--- src/rtl/run_ctrl_pkg.sv ---
// run_ctrl_pkg: shared state encoding and default timing constants for run_ctrl.
package run_ctrl_pkg;
  typedef enum logic [1:0] {
    PAUSE = 2'b00,
    RUN   = 2'b01,
    STEP  = 2'b10
  } run_state_t;
  localparam int unsigned RC_DEBOUNCE_DEFAULT = 1_000_000;
  localparam int unsigned RC_STEP_DEFAULT     = 2_500_000;
endpackage

--- src/rtl/btn_debounce.sv ---
// btn_debounce: 2-flop synchroniser, stability-count debouncer and rising-edge pulse.
module btn_debounce import run_ctrl_pkg::*; #(
  parameter int unsigned DEBOUNCE_CYCLES = RC_DEBOUNCE_DEFAULT
) (
  input  logic CLK,
  input  logic RST_N,
  input  logic din,
  output logic dout,
  output logic rise
);
  logic s1, s2, db_q;
  logic [31:0] cnt;
  // a change is taken only once the counter has already reached DEBOUNCE_CYCLES
  always_ff @(posedge CLK or negedge RST_N) begin
    if (!RST_N) begin
      s1   <= 1'b0;
      s2   <= 1'b0;
      db_q <= 1'b0;
      dout <= 1'b0;
      cnt  <= '0;
    end else begin
      s1   <= din;
      s2   <= s1;
      db_q <= dout;
      if (s2 == dout) cnt <= '0;
      else if (cnt == DEBOUNCE_CYCLES) begin
        dout <= s2;
        cnt  <= '0;
      end else cnt <= cnt + 32'd1;
    end
  end
  assign rise = dout & ~db_q;
endmodule

--- src/rtl/run_ctrl.sv ---
// run_ctrl: debounced PAUSE/RUN/STEP control producing the CPU clock enable and speed select.
module run_ctrl import run_ctrl_pkg::*; #(
  parameter int unsigned DEBOUNCE_CYCLES = RC_DEBOUNCE_DEFAULT,
  parameter int unsigned STEP_CYCLES     = RC_STEP_DEFAULT
) (
  input  logic       CLK,
  input  logic       RST_N,
  input  logic       sw_speed,
  input  logic       btn_run,
  input  logic       btn_step,
  output logic       adjust,
  output logic       run_en,
  output logic [1:0] state_led
);
  logic speed_db, run_rise, step_rise;
  run_state_t state, nxt;
  logic [31:0] cnt, cnt_nxt;
  btn_debounce #(.DEBOUNCE_CYCLES(DEBOUNCE_CYCLES)) u_speed (
    .CLK(CLK), .RST_N(RST_N), .din(sw_speed), .dout(speed_db), .rise()
  );
  btn_debounce #(.DEBOUNCE_CYCLES(DEBOUNCE_CYCLES)) u_run (
    .CLK(CLK), .RST_N(RST_N), .din(btn_run), .dout(), .rise(run_rise)
  );
  btn_debounce #(.DEBOUNCE_CYCLES(DEBOUNCE_CYCLES)) u_step (
    .CLK(CLK), .RST_N(RST_N), .din(btn_step), .dout(), .rise(step_rise)
  );
  // outside an active step the counter sits at the reload value, ready for entry
  always_comb begin
    nxt = state == PAUSE ? (run_rise ? RUN : step_rise ? STEP : PAUSE) :
          state == RUN   ? (run_rise ? PAUSE : RUN) :
          (state == STEP && cnt != '0) ? STEP : PAUSE;
    cnt_nxt = (state == STEP && cnt != '0) ? cnt - 32'd1 : STEP_CYCLES - 32'd1;
  end
  always_ff @(posedge CLK or negedge RST_N) begin
    if (!RST_N) begin
      state  <= PAUSE;
      cnt    <= '0;
      run_en <= 1'b0;
      adjust <= 1'b0;
    end else begin
      state  <= nxt;
      cnt    <= cnt_nxt;
      run_en <= nxt == RUN || nxt == STEP;
      adjust <= speed_db;
    end
  end
  assign state_led = state;
endmodule

--- config.mk ---
export PLATFORM = sky130hd
export DESIGN_NAME = run_ctrl
export DESIGN_NICKNAME = d
export VERILOG_FILES = /design/src/rtl/run_ctrl_pkg.sv /design/src/rtl/btn_debounce.sv /design/src/rtl/run_ctrl.sv
export SDC_FILE = /design/constraint.sdc
export NUM_CORES = 1
export LEC_CHECK = 0
export ABC_AREA = 1
export BUFFER_PORTS_ARGS = -buffer_cell sky130_fd_sc_hd__clkbuf_2
export CAP_MARGIN = 20
export CORE_MARGIN = 5
export CORE_UTILIZATION = 64
export DETAILED_ROUTE_END_ITERATION = 6
export GPL_ROUTABILITY_DRIVEN = 0
export MAX_ROUTING_LAYER = met4
export PLACE_DENSITY = 0.81
export SLEW_MARGIN = 0
export SYNTH_ARGS = -nofsm -noshare
export SYNTH_HDL_FRONTEND = slang
export SYNTH_HIERARCHICAL = 1
export SYNTH_SLANG_ARGS = --single-unit
--- constraint.sdc ---
create_clock -name CLK -period 2.1 [get_ports CLK]
set_clock_uncertainty 0.15 [all_clocks]
set_input_delay 0.315 -clock CLK [delete_from_list [all_inputs] [get_ports CLK]]
set_output_delay 0.315 -clock CLK [all_outputs]
set_load 0.01 [all_outputs]
# Word level (Yosys, flattened, before mapping)
# Index checks and enable logic that the tools add are counted.
# W data, S select, Z words.
totals:
  input_bits: 5
  register_bits: 143
  output_inout_bits: 4
op_classes:
  muxes: 13
  bitwise_logic: 7
  reduce_logical: 7
  eq_ne: 10
  add_sub_neg: 4
ops:
  columns: ["cell", "n"]
  rows:
  - ["$mux W32", 7]
  - ["$add A32 B1 Y32 const B", 3]
  - ["$eq A32 B20 Y1 const B", 3]
  - ["$reduce_bool A32 Y1", 1]
  - ["$sub A32 B1 Y32 const B", 1]
  - ["$mux W2", 5]
  - ["$reduce_and A2 Y1", 3]
  - ["$not A1 Y1", 5]
  - ["$eq A2 B1 Y1 const B", 2]
  - ["$eq A2 B2 Y1 const B", 2]
  - ["$eq A1 B1 Y1", 3]
  - ["$and A1 B1 Y1", 2]
  - ["$logic_not A2 Y1", 1]
  - ["$logic_and A1 B1 Y1", 1]
  - ["$logic_or A1 B1 Y1", 1]
  - ["$mux W1", 1]

# Logic depth before layout (Yosys ltp)
# Gate-level depths: netlist of the first run.
logic_depth:
  word_depth: 7
  ltp_mapped: 9
  depth_no_buf: 9

# Cells and area by module
# The synthesis of the first run kept the hierarchy.
modules_own_cells:
  columns: ["module", "instances", "area_per_inst_um2", "cells_each", "seq_area_each_um2"]
  rows:
  - ["btn_debounce", 3, 2127.0, 317, 900.9]
  - ["run_ctrl", 1, 2059.5, 283, 900.9]

# Worst setup path after synthesis of the first run
# OpenSTA, ideal clock, no wires.
synth_timing:
  kind: "register to register"
  from: "reg, netlist name cnt[0]"
  to: "reg, netlist name cnt[8]"
  path_stages_with_launch: 8
  path_slack_ns: 0.513
  t_arrival_ns: 1.371
  t_required_ns: 1.884
  synth_period_minus_slack_ns: 1.587
  path_cell_list: "dfrtp_1 -> inv_1 -> ha_1 -> nand2_1 -> nor2_4 -> inv_1 -> or2_2 -> nand3_2"

==> flow_summary.yaml, run 1 <==
critical_path:
  rr_endpoint: "cnt[6]$_DFF_PN0_"
  reg2reg_depth: 7
  critPathLaunchType: "flip-flop"
  end_kind: "flip-flop"
  cp-endpoint: "cnt[6]$_DFF_PN0_"
  rr_startpoint: "cnt[16]$_DFF_PN0_"
  worstPathArrival_ns: 1.95
  required_ns: 2.24
  crit_start: "cnt[16]$_DFF_PN0_"
  critical_path.max_fanout: 20
  ff2ff_setup_slack_ns: 0.30
  crit_type: "flip-flop to flip-flop"
place:
  dp_cells: 1413
  dpl.hpwl_um: 14100
  port_buffers: 8
cts:
  cts_tree: "built"
  post-cts-setup-buffers: 0
  clock_latency_ns: 0.42
  cts-root-buf: "clkbuf_16"
  numCtsBuffers: 17
  cts-resized-gates: 0
  clockBufferDepth: 2
  clk_pin_slew_ns: 0.06
  clock-sinks: 143
  htreeDepth: 4
sta:
  worstMarginPinSlew_ns: 0.484
  timing.fmax_mhz: 554
  fin_hold_ws_ns: 0.196
  hold_viol: 0
  period_minus_slack_ns: 1.80
  finalMaxSlewViolations: 0
  finalCritPeriodShare_pct: 85.9
  slew_headroom_pct: 67.7
  tns_ns: 0
  rsz0062_at_grt: "false"
  finalSetupViolCount: 0
pwr:
  pwr-share-comb_pct: 2.9
  powerDensity_nw_per_um2: 637
  power_switching_share_pct: 21.5
  clkPwrFrac_pct: 50.0
  irDropWorstVdd_v: 0.000654
  p_seq_share_pct: 47.1
  p_leak_nw: 4.06
  p_switching_mw: 1.27
  intPower_mw: 4.66
finish:
  final_cells: 1448
  drive_gt1_share_pct: 7.92
  fill_cells: 1000
  num_antenna_cells: 0
  utilization_pct: 72.9
  nNetsFinal: 1277
  area_growth_pct: 10.8
synth:
  syn_area_per_cell_sq_um: 6.83
  yosysWarnings: 6
  netlist_instances: 1231
  syn_nets: 1244
  syn-cell-area_sq_um: 8410
routing:
  drtIter0Drc: 786
  drc: 9
  wl_met2_um: 8890
  highest_layer: "met4"
  antenna_left: 0
  vias_per_cell: 5.31
  wl_met1_um: 8700
  wl_per_cell_um: 13.3
  wl_met3_um: 1280
  wirelength_um: 19300
  drt_first_pass_iters: 7
  via_count: 7690
run_status:
  violations: "DRC"
  status: "finished, violations left"
global_routing:
  grt_max_degree: 48
  grt_first_pass_wirelength_um: 33900
  antenna_found_initial: 0
  grt_overflow: 0
  gr-usage-all-layers_pct: 26.9
  grt_pass1_vias: 7383
floorplan:
  dieArea_sq_um: 15500
  coreArea_sq_um: 12800
  dieHeight_um: 125
  initial_core_util_pct: 65.8
  rows: 41
  io_pins: 9
  fp.dieW_um: 125
worst_hold_path:
  hold_path.class: "input pin to asynchronous set/reset pin"
flow_run:
  max-cap-violations: 0
layout make-up:
| cell class | instances | area (sq um) | area share [%] |
|---|---|---|---|
| multi-input combinational | 954 | 4290 | 46.0 |
| sequential | 143 | 3580 | 38.4 |
| inverter | 128 | 480 | 5.16 |
| clock buffer | 22 | 474 | 5.09 |
| tap | 172 | 215 | 2.31 |
| timing repair buffer | 20 | 171 | 1.84 |
| clock inverter | 9 | 110 | 1.18 |
registers in the layout, summed over array words and instances (netlist names), 2 cells and up:
name / cells
u_speed/cnt: 32
state_led: 2
cnt: 32
u_run/cnt: 32
u_step/cnt: 32
critical path: stages (launching register included):
cell	delay (ns)
dfrtp_1	0.42
nor2_1	0.18
nand2_1	0.13
nor2_2	0.15
nand2_1	0.12
o21ai_4	0.15
buf_4	0.27
nor2_1	0.10
layer usage:
metal,vias up,track usage [%]
li1,3804,-
met1,3524,36.1
met2,311,40.9
met3,51,5.57
met4,0,9.35
met5,-,-
power by group through the flow:
| stage | sequential, mW | combinational (mW) | clock (mW) |
|---|---|---|---|
| after floorplan | 2.84 | 0.0811 | 0 |
| after global placement | 2.84 | 0.169 | 0 |
| after detailed placement | 2.84 | 0.172 | 0 |
| after CTS | 2.79 | 0.179 | 3.03 |
| after global routing | 2.79 | 0.203 | 3.18 |
| final | 2.79 | 0.175 | 2.97 |
cells in the final DEF, fill, tap and decap left out, types with 3 or more instances in the layout:
| cell | instances |
|---|---|
| nand2_1 | 396 |
| nor2_1 | 327 |
| dfrtp_1 | 143 |
| inv_1 | 125 |
| nand3_1 | 76 |
| xor2_1 | 28 |
| nor2_2 | 25 |
| a21oi_1 | 18 |
| clkbuf_16 | 17 |
| xnor2_1 | 15 |
| nand2_2 | 11 |
| o21ai_0 | 10 |
| nor2_4 | 9 |
| ha_1 | 8 |
| clkbuf_2 | 7 |
| o21bai_1 | 6 |
| nand4_1 | 6 |
| buf_4 | 6 |
| nor3_1 | 6 |
| dlygate4sd3_1 | 4 |
| nand3_2 | 3 |
| clkbuf_8 | 3 |
| clkinvlp_4 | 3 |
| xor2_2 | 3 |
| inv_2 | 3 |
metrics by stage:
step                instance area [sq um]  total power [mW]  setup slack [ns]
floorplan                            8410              2.92             0.513
global placement                     8690              3.01             0.378
detailed placement                   8690              3.02             0.342
CTS                                  9320              6.01             0.322
global route                         9320              6.17             0.147
finish                               9320              5.94             0.295
what timing repair did:
item                                    in CTS  in global routing
endpoints found under the setup margin       0                  0
hold endpoints to repair                   120                  0
hold buffers                                 4                  0
worst min-delay path by stage:
| stage | end | slack [ns] | depth (start not counted) |
|---|---|---|---|
| after floorplan | adjust$_DFF_PN0_ | -0.13 | 0 |
| after detailed placement | u_run/cnt[0]$_DFF_PN0_ | 0.08 | 1 |
| after CTS | u_run/cnt[0]$_DFF_PN0_ | 0.20 | 2 |
| after global placement | u_run/cnt[0]$_DFF_PN0_ | 0.08 | 1 |
| final | u_run/cnt[0]$_DFF_PN0_ | 0.20 | 2 |
| after global routing | u_step/s2$_DFF_PN0_ | 0.21 | 0 |
Power figures use the tool's default switching activity.
==> inputs of run 2 (changes only) <==
--- a/config.mk
+++ b/config.mk
@@ -9,11 +9,11 @@
 export BUFFER_PORTS_ARGS = -buffer_cell sky130_fd_sc_hd__clkbuf_2
 export CAP_MARGIN = 20
 export CORE_MARGIN = 5
-export CORE_UTILIZATION = 64
+export CORE_UTILIZATION = 62
 export DETAILED_ROUTE_END_ITERATION = 6
 export GPL_ROUTABILITY_DRIVEN = 0
 export MAX_ROUTING_LAYER = met4
-export PLACE_DENSITY = 0.81
+export PLACE_DENSITY = 0.78
 export SLEW_MARGIN = 0
 export SYNTH_ARGS = -nofsm -noshare
 export SYNTH_HDL_FRONTEND = slang
==> flow_summary.yaml, run 2 (synthesis gave the netlist of run 1 again) <==
critical_path:
  rr_startpoint: "cnt[0]$_DFF_PN0_"
  ff2ff_setup_slack_ns: 0.27
  critPathLaunchType: "flip-flop"
  crit_type: "flip-flop to flip-flop"
  worst-path-buf-inv: 2
  crit_start: "cnt[0]$_DFF_PN0_"
  cp_slowest_stage_delay_ns: 0.39
  cp.depth: 8
  worstPathArrival_ns: 2.02
  crit_family: "simple AND/OR/NAND/NOR gates"
  end_kind: "flip-flop"
  cp_slowest_cell: "dfrtp_1"
  path_cells: "inv_1 -> ha_1 -> inv_1 -> nor2_2 -> nand2_1 -> o21ai_0 -> nand2_1 -> nor2_1"
  required_ns: 2.30
  rr_endpoint: "cnt[30]$_DFF_PN0_"
  reg2reg_depth: 8
  critical_path.max_fanout: 5
cts:
  clk_pin_slew_ns: 0.06
  cts-resized-gates: 0
  clockBufferDepth: 2
  cts-root-buf: "clkbuf_16"
  numCtsBuffers: 17
  htreeDepth: 4
  post-cts-setup-buffers: 0
  clock_latency_ns: 0.42
  cts_tree: "built"
  clock-sinks: 143
  postCtsHoldBufs: 4
finish:
  num_antenna_cells: 0
  drive_gt1_share_pct: 8.14
  multiInputGateArea_sq_um: 4290
  seqCellArea_sq_um: 3580
  utilization_pct: 70.2
  nNetsFinal: 1277
  layout_common_cells: "396 x nand2_1, 327 x nor2_1, 143 x dfrtp_1"
  layout_commonest_cell: "nand2_1"
  fill_cells: 1150
  area_growth_pct: 11.0
routing:
  wl_per_cell_um: 13.3
  wirelength_um: 19300
  drt_first_pass_iters: 6
  vias_per_cell: 5.25
  antenna_left: 0
  via_count: 7634
  drc: 0
  drtIter0Drc: 741
sta:
  rsz0062_at_grt: "false"
  finalSetupViolCount: 0
  worstMarginPinSlew_ns: 0.523
  slew_headroom_pct: 65.1
  hold_viol: 0
  period_minus_slack_ns: 1.83
  fin_hold_ws_ns: 0.198
  finalMaxSlewViolations: 0
  finalCritPeriodShare_pct: 87.0
  tns_ns: 0
  timing.fmax_mhz: 548
global_routing:
  grt_overflow: 0
  grt_first_pass_wirelength_um: 33200
  grt_pass1_vias: 7200
  antenna_found_initial: 0
  gr-usage-all-layers_pct: 26.1
  grt_max_degree: 52
floorplan:
  rows: 42
  dieHeight_um: 126
  coreArea_sq_um: 13300
  dieArea_sq_um: 16000
  io_pins: 9
  fp.dieW_um: 126
  initial_core_util_pct: 63.2
worst_hold_path:
  hold_path.class: "input pin to asynchronous set/reset pin"
run_status:
  status: "finished, final reports clean"
place:
  dpl.hpwl_um: 14200
  port_buffers: 8
pwr:
  powerDensity_nw_per_um2: 639
  p_leak_nw: 4.07
  irDropWorstVdd_v: 0.000732
flow_run:
  max-cap-violations: 0
[run 2: cell type report]
cell class                 instances  area share, %
multi-input combinational        954           45.9
sequential                       143           38.3
inverter                         128           5.15
clock buffer                      18           4.71
tap                              176           2.36
timing repair buffer              20           1.84
clock inverter                    14           1.68
[run 2: layer usage]
layer / part of all wire, % / vias up / GRT usage [%]
met2: 47 / 253 / 40.4
met3: 5.7 / 37 / 5.09
met4: 1.7 / 0 / 8.33
met1: 46 / 3522 / 35.1
met5: 0 / - / -
li1: - / 3822 / -
[run 2: worst max-delay path by stage]
stage and endpoint:
3_5_place_dp cnt[18]$_DFF_PN0_, 6_report cnt[30]$_DFF_PN0_, 5_1_grt cnt[30]$_DFF_PN0_, 3_3_place_gp u_run/cnt[14]$_DFF_PN0_, 2_1_floorplan cnt[8]$_DFF_PN0_, 4_1_cts cnt[30]$_DFF_PN0_
[run 2: power breakdown]
part | internal [mW] | total, mW | switching, mW
registers | 2.78 | 2.79 | 0.0181
logic | 0.0526 | 0.173 | 0.120
clock network | 1.80 | 3.00 | 1.20
[run 2: per-stage QoR]
step / std cells / power (mW) / setup slack [ns] / area (sq um)
final: 1453 / 5.96 / 0.274 / 9330
after global routing: 1453 / 6.19 / 0.0996 / 9330
after CTS: 1453 / 6.03 / 0.269 / 9330
after detailed placement: 1417 / 3.01 / 0.302 / 8700
after global placement: 1417 / 3.01 / 0.356 / 8700
after floorplan: 1231 / 2.92 / 0.513 / 8410
[run 2: worst reg2reg max path: cells and delay by family (launching register included)]
family,cells,cell delay (ns)
AOI/OAI and AO/OA,1,0.23
adders and majority gates,1,0.23
buffers and inverters,2,0.22
DFF,1,0.39
and+or+nand+nor,4,0.52
